File: config.mk
export PLATFORM = sky130hd
export DESIGN_NAME = mc_wb_periph_slice_flat
export DESIGN_NICKNAME = d
export VERILOG_FILES = /design/src/rtl/mc_pkg.sv /design/src/rtl/mc_wb_periph_slice_if.sv /design/src/rtl/mc_prio_enc.sv /design/src/rtl/mc_wb_periph_slice.sv /design/src/flat_wrapper.sv
export SDC_FILE = /design/constraint.sdc
export NUM_CORES = 1
export LEC_CHECK = 0
export ABC_AREA = 1
export CAP_MARGIN = 40
export CORE_MARGIN = 5
export CORE_UTILIZATION = 44
export CTS_BUF_LIST = sky130_fd_sc_hd__clkbuf_4 sky130_fd_sc_hd__clkbuf_8
export CTS_CLUSTER_DIAMETER = 30
export DETAILED_ROUTE_END_ITERATION = 12
export GPL_TIMING_DRIVEN = 0
export PLACE_DENSITY = 0.95
export SETUP_SLACK_MARGIN = 0.2
export SKIP_CTS_REPAIR_TIMING = 1
export SYNTH_ARGS = -nofsm -noshare
export SYNTH_HDL_FRONTEND = slang
export SYNTH_HIERARCHICAL = 1
export SYNTH_SLANG_ARGS = --single-unit
File: constraint.sdc
create_clock -name clk -period 2.75 [get_ports clk]
set_input_delay 0.55 -clock clk [delete_from_list [all_inputs] [get_ports clk]]
set_output_delay 0.55 -clock clk [all_outputs]
set_load 0.02 [all_outputs]
File: src/rtl/mc_pkg.sv
// Shared definitions for the memory-controller peripheral wishbone slice:
// FSM encoding, peripheral address width and the default timeout read data.
package mc_pkg;

    localparam int          PERIPH_AW        = 22;
    localparam logic [31:0] ERR_DATA_DEFAULT = 32'hdeadbeef;

    typedef enum logic [1:0] {
        ST_IDLE = 2'd0,
        ST_REQ  = 2'd1,
        ST_RESP = 2'd2
    } state_e;

endpackage

File: src/rtl/mc_wb_periph_slice_if.sv
// Peripheral wishbone port bundle: shared request fields plus per-lane cyc/ack/rdata.
// The bridge is the slave on the bus-facing side and the master on the slave-facing side.
interface mc_wb_periph_slice_if
    import mc_pkg::*;
#(
    parameter int WB_N = 2
);
    logic [PERIPH_AW-1:0] addr;
    logic [31:0]          wdata;
    logic [3:0]           wmsk;
    logic                 we;
    logic [WB_N-1:0]      cyc;
    logic [WB_N-1:0]      ack;
    logic [32*WB_N-1:0]   rdata;

    modport master (
        output addr, wdata, wmsk, we, cyc,
        input  ack, rdata
    );

    modport slave (
        input  addr, wdata, wmsk, we, cyc,
        output ack, rdata
    );
endinterface

File: src/rtl/mc_prio_enc.sv
// Lowest-index-wins priority encoder: one-hot grant, binary index and an any-request flag.
module mc_prio_enc #(
    parameter int N  = 2,
    parameter int IW = (N > 1) ? $clog2(N) : 1
) (
    input  logic [N-1:0]  req,
    output logic [N-1:0]  onehot,
    output logic [IW-1:0] idx,
    output logic          any
);
    // seen[i] is set when some lane below i is requesting
    logic [N:0] seen;

    assign seen[0] = 1'b0;

    for (genvar gi = 0; gi < N; gi++) begin : g_lane
        assign onehot[gi]   = req[gi] & ~seen[gi];
        assign seen[gi + 1] = seen[gi] | req[gi];
    end

    assign any = seen[N];

    always_comb begin
        idx = '0;
        for (int i = N - 1; i >= 0; i--) begin
            if (req[i]) idx = IW'(i);
        end
    end
endmodule

File: src/rtl/mc_wb_periph_slice.sv
// Registered bridge on the peripheral wishbone port: one flop stage each way, per-lane ack/rdata.
// Define MC_WB_PERIPH_TIMEOUT_EN to terminate hung accesses with ERR_DATA and a sticky error.
module mc_wb_periph_slice
    import mc_pkg::*;
#(
    parameter int          WB_N      = 2,
    parameter int          TO_CYCLES = 255,
    parameter logic [31:0] ERR_DATA  = ERR_DATA_DEFAULT
) (
    input  logic                 clk,
    input  logic                 rst,
    mc_wb_periph_slice_if.slave  up,
    mc_wb_periph_slice_if.master dn,
    output logic                 err_flag,
    output logic [PERIPH_AW-1:0] err_addr,
    input  logic                 err_clr
);
    localparam int IW = (WB_N > 1) ? $clog2(WB_N) : 1;

    state_e state_reg, state_next;

    logic [WB_N-1:0]      req_onehot;
    logic [IW-1:0]        req_idx;
    logic                 req_any;
    logic                 load_req;
    logic                 ack_hit;
    logic                 to_hit;
    logic                 resp_load;
    logic [31:0]          resp_data;

    logic [PERIPH_AW-1:0] dn_addr_reg;
    logic [31:0]          dn_wdata_reg;
    logic [3:0]           dn_wmsk_reg;
    logic                 dn_we_reg;
    logic [WB_N-1:0]      dn_cyc_reg;
    logic [WB_N-1:0]      sel_reg;
    logic [IW-1:0]        idx_reg;
    logic [WB_N-1:0]      up_ack_reg;
    logic [32*WB_N-1:0]   up_rdata_reg;
    logic [32*WB_N-1:0]   up_rdata_next;

    mc_prio_enc #(.N(WB_N), .IW(IW)) u_prio_enc (
        .req    (up.cyc),
        .onehot (req_onehot),
        .idx    (req_idx),
        .any    (req_any)
    );

    // Only the selected lane's ack counts, and only while the request is outstanding
    assign ack_hit   = (state_reg == ST_REQ) && |(dn.ack & sel_reg);
    assign resp_load = ack_hit | to_hit;
    assign resp_data = ack_hit ? dn.rdata[idx_reg*32 +: 32] : ERR_DATA;

    for (genvar gi = 0; gi < WB_N; gi++) begin : g_rdata
        assign up_rdata_next[gi*32 +: 32] = sel_reg[gi] ? resp_data : 32'h0;
    end

    always_ff @(posedge clk or negedge rst) begin
        if (!rst) state_reg <= ST_IDLE;
        else      state_reg <= state_next;
    end

    always_comb begin
        state_next = state_reg;
        load_req   = 1'b0;
        case (state_reg)
            ST_IDLE: begin
                if (req_any) begin
                    load_req   = 1'b1;
                    state_next = ST_REQ;
                end
            end
            ST_REQ:  if (resp_load) state_next = ST_RESP;
            ST_RESP: state_next = ST_IDLE;
            default: state_next = ST_IDLE;
        endcase
    end

    always_ff @(posedge clk or negedge rst) begin
        if (!rst) begin
            dn_addr_reg  <= '0;
            dn_wdata_reg <= '0;
            dn_wmsk_reg  <= '0;
            dn_we_reg    <= 1'b0;
            dn_cyc_reg   <= '0;
            sel_reg      <= '0;
            idx_reg      <= '0;
            up_ack_reg   <= '0;
            up_rdata_reg <= '0;
        end else begin
            if (load_req) begin
                dn_addr_reg  <= up.addr;
                dn_wdata_reg <= up.wdata;
                dn_wmsk_reg  <= up.wmsk;
                dn_we_reg    <= up.we;
                dn_cyc_reg   <= req_onehot;
                sel_reg      <= req_onehot;
                idx_reg      <= req_idx;
            end
            if (resp_load) begin
                dn_cyc_reg   <= '0;
                up_ack_reg   <= sel_reg;
                up_rdata_reg <= up_rdata_next;
            end else begin
                up_ack_reg   <= '0;
                up_rdata_reg <= '0;
            end
        end
    end

`ifdef MC_WB_PERIPH_TIMEOUT_EN
    localparam logic [15:0] TO_LAST = 16'(TO_CYCLES - 1);

    logic [15:0]          cnt_reg;
    logic                 err_flag_reg;
    logic [PERIPH_AW-1:0] err_addr_reg;

    // An ack in the final cycle beats the timeout
    assign to_hit = (state_reg == ST_REQ) && !ack_hit && (cnt_reg == TO_LAST);

    always_ff @(posedge clk or negedge rst) begin
        if (!rst) begin
            cnt_reg      <= '0;
            err_flag_reg <= 1'b0;
            err_addr_reg <= '0;
        end else begin
            if (load_req)                cnt_reg <= '0;
            else if (state_reg == ST_REQ) cnt_reg <= cnt_reg + 16'd1;

            if (err_clr) begin
                err_flag_reg <= 1'b0;
            end else if (to_hit && !err_flag_reg) begin
                err_flag_reg <= 1'b1;
                err_addr_reg <= dn_addr_reg;
            end
        end
    end

    assign err_flag = err_flag_reg;
    assign err_addr = err_addr_reg;
`else
    logic unused_cfg;

    assign to_hit     = 1'b0;
    assign err_flag   = 1'b0;
    assign err_addr   = '0;
    assign unused_cfg = &{1'b0, err_clr, TO_CYCLES[0]};
`endif

    assign dn.addr  = dn_addr_reg;
    assign dn.wdata = dn_wdata_reg;
    assign dn.wmsk  = dn_wmsk_reg;
    assign dn.we    = dn_we_reg;
    assign dn.cyc   = dn_cyc_reg;
    assign up.ack   = up_ack_reg;
    assign up.rdata = up_rdata_reg;
endmodule

File: src/flat_wrapper.sv
// flat-port wrapper written by rule: the top's interface ports become plain ports
module mc_wb_periph_slice_flat import mc_pkg::*;
#(
    parameter int          WB_N      = 2,
    parameter int          TO_CYCLES = 255,
    parameter logic [31:0] ERR_DATA  = ERR_DATA_DEFAULT
)
  (clk, rst, err_flag, err_addr, err_clr, up_addr, up_wdata, up_wmsk, up_we, up_cyc, up_ack, up_rdata, dn_addr, dn_wdata, dn_wmsk, dn_we, dn_cyc, dn_ack, dn_rdata);
  mc_wb_periph_slice_if #(.WB_N(WB_N)) up_i ();
  mc_wb_periph_slice_if #(.WB_N(WB_N)) dn_i ();
  input  logic clk;
  input  logic rst;
  output logic err_flag;
  output logic [PERIPH_AW-1:0] err_addr;
  input  logic err_clr;
  input wire logic [$bits(up_i.addr)-1:0] up_addr;
  input wire logic [$bits(up_i.wdata)-1:0] up_wdata;
  input wire logic [$bits(up_i.wmsk)-1:0] up_wmsk;
  input wire logic [$bits(up_i.we)-1:0] up_we;
  input wire logic [$bits(up_i.cyc)-1:0] up_cyc;
  output wire logic [$bits(up_i.ack)-1:0] up_ack;
  output wire logic [$bits(up_i.rdata)-1:0] up_rdata;
  output wire logic [$bits(dn_i.addr)-1:0] dn_addr;
  output wire logic [$bits(dn_i.wdata)-1:0] dn_wdata;
  output wire logic [$bits(dn_i.wmsk)-1:0] dn_wmsk;
  output wire logic [$bits(dn_i.we)-1:0] dn_we;
  output wire logic [$bits(dn_i.cyc)-1:0] dn_cyc;
  input wire logic [$bits(dn_i.ack)-1:0] dn_ack;
  input wire logic [$bits(dn_i.rdata)-1:0] dn_rdata;
  assign up_i.addr = up_addr;
  assign up_i.wdata = up_wdata;
  assign up_i.wmsk = up_wmsk;
  assign up_i.we = up_we;
  assign up_i.cyc = up_cyc;
  assign up_ack = up_i.ack;
  assign up_rdata = up_i.rdata;
  assign dn_addr = dn_i.addr;
  assign dn_wdata = dn_i.wdata;
  assign dn_wmsk = dn_i.wmsk;
  assign dn_we = dn_i.we;
  assign dn_cyc = dn_i.cyc;
  assign dn_i.ack = dn_ack;
  assign dn_i.rdata = dn_rdata;
  mc_wb_periph_slice #(.WB_N(WB_N), .TO_CYCLES(TO_CYCLES), .ERR_DATA(ERR_DATA)) u_core (.clk(clk), .rst(rst), .up(up_i), .dn(dn_i), .err_flag(err_flag), .err_addr(err_addr), .err_clr(err_clr));
endmodule
==> results.cfg <==
[logic_synthesis]
synth_cells = 624
syn_avg_cell_area_um2 = 8.69
syn_area_um2 = 5420
synth_top_area_cell = dfrtp_1
netlist_top_cells_area = dfrtp_1, nand2_1, buf_4
seq_area_frac_synth_pct = 60.9
ys_ff_latch = 132
yosysWarnings = 6
synth_cell_type_count = 17
yosys.area.top_type_share_pct = 60.9

[worst_hold_path]
hp-class = register to register
worstHoldStart = u_core/dn.wdata[17]

[layout]
multi_input_area_um2 = 1670
largest_reg_flops = 64
fillers = 850
area_delta_synth_final_pct = 60.8
stdcell_count = 1103
fin_nets = 1052
diodes = 0
drive_gt1_share_pct = 9.95
ff_latch_area_um2 = 3300

[routing]
drt-vias-per-instance = 4.56
drtPass1Iterations = 5
avgRoutedWirePerCell_um = 15.4
drc = 0
dr.first_iter.drc_count = 395
wl_um = 17000
ant_nets = 0
num_vias = 5025

[power]
total_power_mw = 8.38
power_switching_mw = 3.31
p_per_area_nw_per_um2 = 960
power_frac_clock_pct = 19.8
switching_share_pct = 39.6
pwr-share-comb_pct = 47.0
power.internal_mw = 5.06
pwr-share-seq_pct = 33.2
irDropWorstVdd_uv = 563
leakage_nw = 4.24

[sta]
fin_setup_tns_ns = 0
fin_crit_ns = 2.00
whs_ns = 0.481
drv_slew = 0
hold_viol = 0
setup_ws_ns = 0.755
fmax_ghz = 0.501
setup-violations-final = 0
rsz0062_at_grt = no
finalCritPeriodShare_pct = 72.6
finClkSkew_ns = 0.0104

[worst_setup_path]
critPathRequiredTime_ns = 2.20
max_stage_delay_ns = 0.68
start_kind = register
cp.arrival_ns = 1.45
reg2reg_from = u_core/idx_reg
cp_max_fo = 2
worstPathCellList = clkdlybuf4s50_1
crit_buf_inv = 1
path_class = register to output pin
path_delay_family = buffers and inverters
cp_slowest_cell = clkdlybuf4s50_1
critPathLaunch = u_core/dn.cyc[0]
end_kind = output pin

[clocking]
clockRootBuffer = clkbuf_8
cts-htree-levels = 4
cts_buffers = 17
cts_tree = yes
clock_sinks = 132
worstSkewPairLatency_ns = 0.42
path_clk_slew_ns = 0.07
clock_path_buffers = 2

[flow_run]
drv_cap = 0

[floorplanning]
ios = 280
row_count = 40
dieArea_um2 = 14600
die_h_um = 121
core-area_um2 = 12100
die_width_um = 121
start_util_pct = 45.0

[placed_design]
place_ws_ns = 0.688
dpl.hpwl_um = 13000
dp.cells = 1070
numPortBuffers = 255
place.gp.congestion = 0.845

[global_route]
antenna_found_initial = 0
grtUsageTotal_pct = 23.3
grt-ovfl-total = 0
grt_start_max_net_pins = 98
grt_pass1_wl_um = 26500
grt_pass1_vias = 5255

[outcome]
status = complete, no violations
==> metal layers <==
metal / part of all wire (%) / GRT usage, %
met1: 36 / 25.4
met2: 52 / 40.6
met3: 7.7 / 7.55
met5: 0 / 0
met4: 4.3 / 11.3
==> cell type report <==
class / count / share of cell area [%]
Buffer: 59 / 4.39
Clock buffer: 24 / 3.64
Clock inverter: 8 / 1.12
Inverter: 39 / 1.68
Multi-Input combinational cell: 416 / 19.2
Sequential cell: 132 / 37.9
Tap cell: 168 / 2.41
Timing Repair Buffer: 257 / 29.7
==> kinds of logic (layout without fill, tap and decap cells) <==
family | Yosys count | in the layout | share of synthesized area, %
buf+inv | 98 | 387 | 9.76
simple gates | 359 | 359 | 26.1
other cells | 1 | 23 | 0.0692
flops | 132 | 132 | 60.9
compound gates | 34 | 34 | 3.14
==> power groups by stage <==
stage / clock network [mW] / logic (mW) / registers (mW)
finish: 1.66 / 3.94 / 2.78
global route: 1.78 / 4.27 / 2.85
CTS: 1.70 / 3.96 / 2.78
detailed placement: 0 / 3.94 / 2.80
global placement: 0 / 3.84 / 2.78
floorplan: 0 / 1.44 / 3.45
==> worst register-to-register path: stages (launching register included) <==
cell	delay [ns]
dfrtp_1	0.37
buf_2	0.19
buf_2	0.20
o21ai_0	0.33
nand2_1	0.16
nor2_4	0.10
==> Yosys cell counts <==
cell type / instances
o21ai_0: 34
buf_6: 1
dfrtp_1: 132
buf_4: 33
nor2_1: 59
clkbuf_1: 13
nand2_1: 285
conb_1: 1
nand2_2: 2
clkbuf_2: 1
nand3_1: 3
inv_1: 38
buf_12: 1
nor2_2: 3
buf_2: 10
inv_2: 1
nor2_4: 7
==> cells in the final DEF (no fill, tap or decap), types with 2 or more instances in the layout <==
cell type and instances:
buf_2 10, buf_4 33, buf_6 2, bufinv_16 2
clkbuf_1 13, clkbuf_4 2, clkbuf_8 22, clkdlybuf4s50_1 254
clkinv_2 3, clkinvlp_4 3, conb_1 23, dfrtp_1 132
inv_1 38, nand2_1 285, nand2_2 2, nand3_1 3
nor2_1 59, nor2_2 3, nor2_4 7, o21ai_0 34
==> path summary, 6_finish.rpt <==
check                                            to  depth (start not counted)  slack [ns]
worst min register to register  u_core/dn.wdata[17]                          2        0.48
min in group asynchronous       u_core/up.rdata[56]                          2        0.61
worst max register to register  u_core/up.rdata[57]                          5        1.34
worst max-delay path                      dn_cyc[0]                          1        0.75
worst min-delay path            u_core/dn.wdata[17]                          2        0.48
max in group asynchronous       u_core/dn.wdata[15]                          3        1.38
==> through the flow <==
| stage | instance area, µm² | utilization (%) |
|---|---|---|
| floorplan | 5510 | - |
| global placement | 8270 | 68.5 |
| detailed placement | 8300 | 68.8 |
| CTS | 8710 | 72.2 |
| global route | 8720 | 72.3 |
| finish | 8720 | 72.3 |
Power figures use the tool's default switching activity.
